## src/rtl/bridge_rx_decoder.sv

```systemverilog
`default_nettype none
// ============================================================================
// bridge_rx_decoder : ASCII hex command frames (R/W) -> single-cycle bus requests
// Option macro BRIDGE_RX_LOWERCASE_EN: accept lowercase commands and hex digits
// Revision: 1.0
// ============================================================================
module bridge_rx_decoder #(
  parameter int ADDR_WIDTH = 16,
  parameter int DATA_WIDTH = 16
) (
  input  logic                  clk,
  input  logic                  rst_n,
  input  logic [7:0]            axiid,
  input  logic                  axiiv,
  output logic [ADDR_WIDTH-1:0] addr_o,
  output logic [DATA_WIDTH-1:0] data_o,
  output logic                  rw_o,
  output logic                  valid_o,
  output logic                  err_o
);

  localparam int c_na   = ADDR_WIDTH / 4;
  localparam int c_nd   = DATA_WIDTH / 4;
  localparam int c_nmax = (c_na > c_nd) ? c_na : c_nd;
  localparam int CW     = $clog2(c_nmax + 1);
  localparam logic [CW-1:0] c_na_last = CW'(c_na - 1);
  localparam logic [CW-1:0] c_nd_last = CW'(c_nd - 1);

  typedef enum logic [1:0] {
    S_IDLE = 2'd0,
    S_ADDR = 2'd1,
    S_DATA = 2'd2,
    S_EOL  = 2'd3
  } state_t;

  state_t                r_state, w_next_state;
  logic [CW-1:0]         r_cnt, w_cnt_next;
  logic [ADDR_WIDTH-1:0] r_addr_sh, w_addr_sh_next;
  logic [DATA_WIDTH-1:0] r_data_sh, w_data_sh_next;
  logic                  r_rw, w_rw_next;
  logic [ADDR_WIDTH-1:0] r_addr;
  logic [DATA_WIDTH-1:0] r_data;
  logic                  r_rwo, r_valid, r_err;

  logic       w_is_hex, w_is_eol, w_is_r, w_is_w, w_cmd;
  logic [3:0] w_nib;
  logic       w_fire, w_err, w_start;

  // Byte classification
  always_comb begin
    w_is_hex = 1'b0;
    w_nib    = 4'd0;
    if (axiid >= 8'h30 && axiid <= 8'h39) begin
      w_is_hex = 1'b1;
      w_nib    = axiid[3:0];
    end else if (axiid >= 8'h41 && axiid <= 8'h46) begin
      w_is_hex = 1'b1;
      w_nib    = axiid[3:0] + 4'd9;
    end
`ifdef BRIDGE_RX_LOWERCASE_EN
    else if (axiid >= 8'h61 && axiid <= 8'h66) begin
      w_is_hex = 1'b1;
      w_nib    = axiid[3:0] + 4'd9;
    end
`endif
  end

`ifdef BRIDGE_RX_LOWERCASE_EN
  assign w_is_r = (axiid == 8'h52) || (axiid == 8'h72);
  assign w_is_w = (axiid == 8'h57) || (axiid == 8'h77);
`else
  assign w_is_r = (axiid == 8'h52);
  assign w_is_w = (axiid == 8'h57);
`endif
  assign w_is_eol = (axiid == 8'h0D) || (axiid == 8'h0A);
  assign w_cmd    = w_is_r || w_is_w;

  always_comb begin
    w_next_state   = r_state;
    w_cnt_next     = r_cnt;
    w_addr_sh_next = r_addr_sh;
    w_data_sh_next = r_data_sh;
    w_rw_next      = r_rw;
    w_fire         = 1'b0;
    w_err          = 1'b0;
    w_start        = 1'b0;
    if (axiiv) begin
      case (r_state)
        S_IDLE: begin
          if (w_cmd)          w_start = 1'b1;
          else if (!w_is_eol) w_err   = 1'b1;
        end
        S_ADDR: begin
          if (w_is_hex) begin
            w_addr_sh_next = ADDR_WIDTH'({r_addr_sh, w_nib});
            if (r_cnt == c_na_last) begin
              w_next_state = r_rw ? S_DATA : S_EOL;
              w_cnt_next   = '0;
            end else begin
              w_cnt_next = r_cnt + CW'(1);
            end
          end else begin
            w_err   = 1'b1;
            w_start = w_cmd;
          end
        end
        S_DATA: begin
          if (w_is_hex) begin
            w_data_sh_next = DATA_WIDTH'({r_data_sh, w_nib});
            if (r_cnt == c_nd_last) begin
              w_next_state = S_EOL;
              w_cnt_next   = '0;
            end else begin
              w_cnt_next = r_cnt + CW'(1);
            end
          end else begin
            w_err   = 1'b1;
            w_start = w_cmd;
          end
        end
        default: begin
          if (w_is_eol) begin
            w_fire       = 1'b1;
            w_next_state = S_IDLE;
            w_cnt_next   = '0;
          end else begin
            w_err   = 1'b1;
            w_start = w_cmd;
          end
        end
      endcase

      // A command byte always opens a fresh frame, even when it is also an error byte
      if (w_start) begin
        w_next_state   = S_ADDR;
        w_cnt_next     = '0;
        w_rw_next      = w_is_w;
        w_addr_sh_next = '0;
        w_data_sh_next = '0;
      end else if (w_err) begin
        w_next_state = S_IDLE;
        w_cnt_next   = '0;
      end
    end
  end

  always_ff @(posedge clk or negedge rst_n) begin
    if (!rst_n) begin
      r_state   <= S_IDLE;
      r_cnt     <= '0;
      r_addr_sh <= '0;
      r_data_sh <= '0;
      r_rw      <= 1'b0;
    end else begin
      r_state   <= w_next_state;
      r_cnt     <= w_cnt_next;
      r_addr_sh <= w_addr_sh_next;
      r_data_sh <= w_data_sh_next;
      r_rw      <= w_rw_next;
    end
  end

  always_ff @(posedge clk or negedge rst_n) begin
    if (!rst_n) begin
      r_addr  <= '0;
      r_data  <= '0;
      r_rwo   <= 1'b0;
      r_valid <= 1'b0;
      r_err   <= 1'b0;
    end else begin
      r_valid <= w_fire;
      r_err   <= w_err;
      if (w_fire) begin
        r_addr <= r_addr_sh;
        r_data <= r_rw ? r_data_sh : '0;
        r_rwo  <= r_rw;
      end
    end
  end

  assign addr_o  = r_addr;
  assign data_o  = r_data;
  assign rw_o    = r_rwo;
  assign valid_o = r_valid;
  assign err_o   = r_err;

endmodule
`default_nettype wire
```

## config.mk

```make
export PLATFORM = sky130hd
export DESIGN_NAME = bridge_rx_decoder
export DESIGN_NICKNAME = d
export VERILOG_FILES = /design/src/rtl/bridge_rx_decoder.sv
export SDC_FILE = /design/constraint.sdc
export NUM_CORES = 1
export LEC_CHECK = 0
export ABC_AREA = 1
export ABC_CLOCK_PERIOD_IN_PS = 2700
export CAP_MARGIN = 20
export CORE_UTILIZATION = 55
export CTS_CLUSTER_SIZE = 14
export DETAILED_ROUTE_END_ITERATION = 16
export HOLD_SLACK_MARGIN = 0.03
export PLACE_DENSITY = 0.87
export SLEW_MARGIN = 40
export SYNTH_ARGS = -nofsm -noshare
export SYNTH_HDL_FRONTEND = slang
export SYNTH_SLANG_ARGS = --single-unit
```

## constraint.sdc

```tcl
create_clock -name clk -period 2.7 [get_ports clk]
set_input_delay 0.405 -clock clk [delete_from_list [all_inputs] [get_ports clk]]
set_output_delay 0.405 -clock clk [all_outputs]
set_load 0.03 [all_outputs]
```

==> key figures <==
Status
  • Status: complete, no violations

STA
  • Fin Clk Skew: 0.0110 ns
  • Hold slack: about 0.094 ns
  • Slew margin rel.: about 54%
  • Fmax: 0.448 GHz
  • Final max-slew violation count: 0
  • RSZ-0062 raised after global routing: no
  • Final worst path period share: just over 80%
  • Pin slew with the least headroom to its limit: 0.695 ns
  • Setup-failing EPs final: 0
  • Fin. Hold Viols: 0
  • Post-route minimum period: 2.23 ns
  • Fin Setup TNS: 0 ns

Worst setup path
  • Crit. End Element: flip-flop
  • Data required time of the critical path: 2.95 ns
  • Top delay family on crit path: simple AND/OR/NAND/NOR gates
  • Crit-path most repeated cell: nand2_1
  • Crit path kind: input pin to flip-flop
  • Cell Chain, Critical Path: clkdlybuf4s50_1, inv_1, ha_1, nand3_1, nand2_1, nand2_1, inv_2, nand2_2, nor2_4, nand2_1, o21ai_0
  • CP max stage delay: 0.47 ns
  • Crit path from: axiid[1]
  • Worst r2r src: r_state[0]$_DFFE_PN0P_
  • Arr. time, crit path: 2.48 ns
  • Slowest cell on crit path: clkdlybuf4s50_1
  • Worst path bufs/invs: 3
  • CP startpoint kind: input pin
  • CP Max Fanout: 17

Power and ir drop
  • Clock share of power: 42.5%
  • Leak: 2.01 nW
  • Combinational Power Share: 10.0%
  • Net switching fraction of the power: 22.9%
  • P_int: 1.92 mW
  • Pwr/cell area: 591 mW/mm^2
  • Worst vdd ir: 0.000591 V
  • Share of power burned in registers: 47.5%
  • Switching power total: between 0.5 and 0.6 mW

Global route
  • First-pass GRT wire length: between 10,000 and 15,000 microns
  • Global-route usage over all layers: roughly 23%
  • Initial antenna violation count: 0
  • Vias in the first global route: roughly 2,500
  • Largest net degree at the start of global routing: 33
  • Gr ovfl total: 0

Placed design
  • Port-buffer cells: 45
  • RD Place Congestion: ~0.86
  • Hpwl dp: slightly below 5000 microns

Routing
  • Initial detailed-routing violation count: 107
  • Number of iterations in the first detailed-routing pass: 4
  • ANT nets after route: 0
  • DRC errors left: 0
  • Via Count: 2,574
  • Wirelength, routed: 6840 microns
  • DR vias/cell: about 5.4
  • Drt wl/cell: 14.3 microns

Finish
  • Area growth syn-to-layout: 22.5%
  • NumNets Final: 420
  • Commonest cells after routing, fill and taps aside: dfrtp_1, nand2_1, inv_1, clkdlybuf4s50_1, o21ai_1
  • Number of inserted diodes: 0
  • Layout cell share with drive strength beyond 1: 18.8%
  • Commonest non-fill, non-tap cell in the layout: dfrtp_1

Floorplanning
  • Chip height: 81.1 microns
  • # IOs: 46
  • Starting density of the core: between 50% and 60%
  • Die W: 81.1 microns
  • Core Region: 0.00599 sq mm
  • Die area: ~0.0066 sq mm
  • Num rows: 28

Clock network
  • Clock Pin Slew Worst Setup and Hold Paths: around 0.08 ns
  • PostCTS Resize Cnt: 0
  • CTS Hold Bufs: 0
  • Total CTS buffers: 9
  • Setup Buffers After CTS: 0
  • H-tree lvl count: 3
  • CTS root buf: clkbuf_8
  • Sink Count: 73
  • Max clock buf depth: 2
  • TritonCTS clock tree: yes
  • Worst-skew pair later-pin latency: 0.35 ns

Synth
  • Adder-cell share of the synthesized area: around 3.3%
  • Multiplexer share of the synthesized area: 0%
  • Post-Syn Nets: 371
  • Post-synthesis register bit count: 73
  • Post-synthesis compound-gate area fraction: 18.1%
  • Synth Cell Area: 0.00344 sq mm
  • Sequential-to-total area share from yosys stat: 53.1%
  • Ys Warns: 0
  • Synth Area in Simple Gates: ~17%
  • Area share of xor/xnor cells in the synthesized design: less than 1%
  • Combinational family with the most area after synthesis: compound AO/OA/AOI/OAI gates
  • Avg Cell Area, Syn: 9.81 sq um
  • Post-synthesis cell type count: 35
  • Cells after synthesis: 351

Job
  • Maxcap violations: 0

Min path
  • Worst Hold Class: input pin to async pin
==> state kept, by name, indices dropped and copies added, names as in the netlist <==
name	flops
r_state	2
addr_o	16
valid_o	1
r_data_sh	16
r_addr_sh	16
err_o	1
rw_o	1
data_o	16
r_rw	1
r_cnt	3
==> power by group through the flow <==
stage | clock [mW] | combinational (mW) | sequential [mW]
CTS | 1.07 | 0.250 | 1.18
global route | 1.12 | 0.277 | 1.19
floorplan | 0 | 0.165 | 1.20
global placement | 0 | 0.235 | 1.20
finish | 1.06 | 0.249 | 1.18
detailed placement | 0 | 0.248 | 1.21
==> layer usage <==
layer | vias to the layer above | track usage, % | routed length (microns)
met2 | 82 | 37.2 | 3440
met4 | 0 | 9.11 | 97
met1 | 1244 | 28.3 | 2990
met3 | 10 | 6.97 | 309
met5 | - | 0 | 0
li1 | 1238 | - | -
==> metrics by stage <==
step                      instances  util, %  cell area [sq um]  setup WS (ns)  power, mW
after floorplan                 351        -               3440          0.819       1.37
after global placement          464     66.1               3960          0.271       1.44
after detailed placement        464     66.1               3960          0.156       1.45
after CTS                       480     70.4               4220          0.512       2.51
after global routing            480     70.4               4220          0.328       2.59
final                           480     70.4               4220          0.469       2.49
==> worst paths after layout <==
| check | end | slack, ns | cells after the start |
|---|---|---|---|
| worst max-delay path | data_o[0]$_DFFE_PN0P_ | 0.47 | 11 |
| min in group clk | rw_o$_DFFE_PN0P_ | 0.49 | 2 |
| max in group asynchronous | rw_o$_DFFE_PN0P_ | 1.94 | 2 |
| worst max register to register | r_data_sh[2]$_DFFE_PN0P_ | 0.54 | 8 |
| worst min register to register | rw_o$_DFFE_PN0P_ | 0.49 | 2 |
| worst min-delay path | addr_o[8]$_DFFE_PN0P_ | 0.09 | 1 |
==> final cells by class <==
type                            instances  area [sq um]
Clock buffer                           12           155
Tap cell                               75          93.8
Fill cell                             402          1770
Sequential cell                        73          1830
Multi-Input combinational cell        211          1330
Timing Repair Buffer                   49           500
Inverter                               56           215
Clock inverter                          4          98.8
==> synthesized netlist by cell type (all sizes together) <==
| cell | n | share of area (%) |
|---|---|---|
| nand3b | 1 | 0.22 |
| dfrtp | 73 | 53 |
| a21oi | 5 | 1.4 |
| o41ai | 1 | 0.25 |
| a21boi | 1 | 0.22 |
| inv | 56 | 6.2 |
| clkbuf | 3 | 0.33 |
| o22ai | 25 | 8.2 |
| o31ai | 1 | 0.62 |
| o21a | 1 | 0.22 |
| xnor2 | 1 | 0.25 |
| a31oi | 1 | 0.18 |
| o21ai | 47 | 6.8 |
| buf | 8 | 1.9 |
| o211ai | 1 | 0.22 |
| nand3 | 10 | 2.0 |
| and3 | 1 | 0.18 |
| nand4 | 2 | 0.36 |
| nor3 | 2 | 0.29 |
| nor2 | 23 | 3.9 |
| nand2 | 79 | 10 |
| ha | 9 | 3.3 |
==> cell families (layout without fill, tap and decap cells) <==
logic type      Yosys count  count (layout)
buf+inv                  67             121
fa+ha+maj                 9               9
compound gates           83              83
simple gates            118             118
flops                    73              73
xor+xnor                  1               1
No activity file was read; power rests on OpenSTA's default activity.
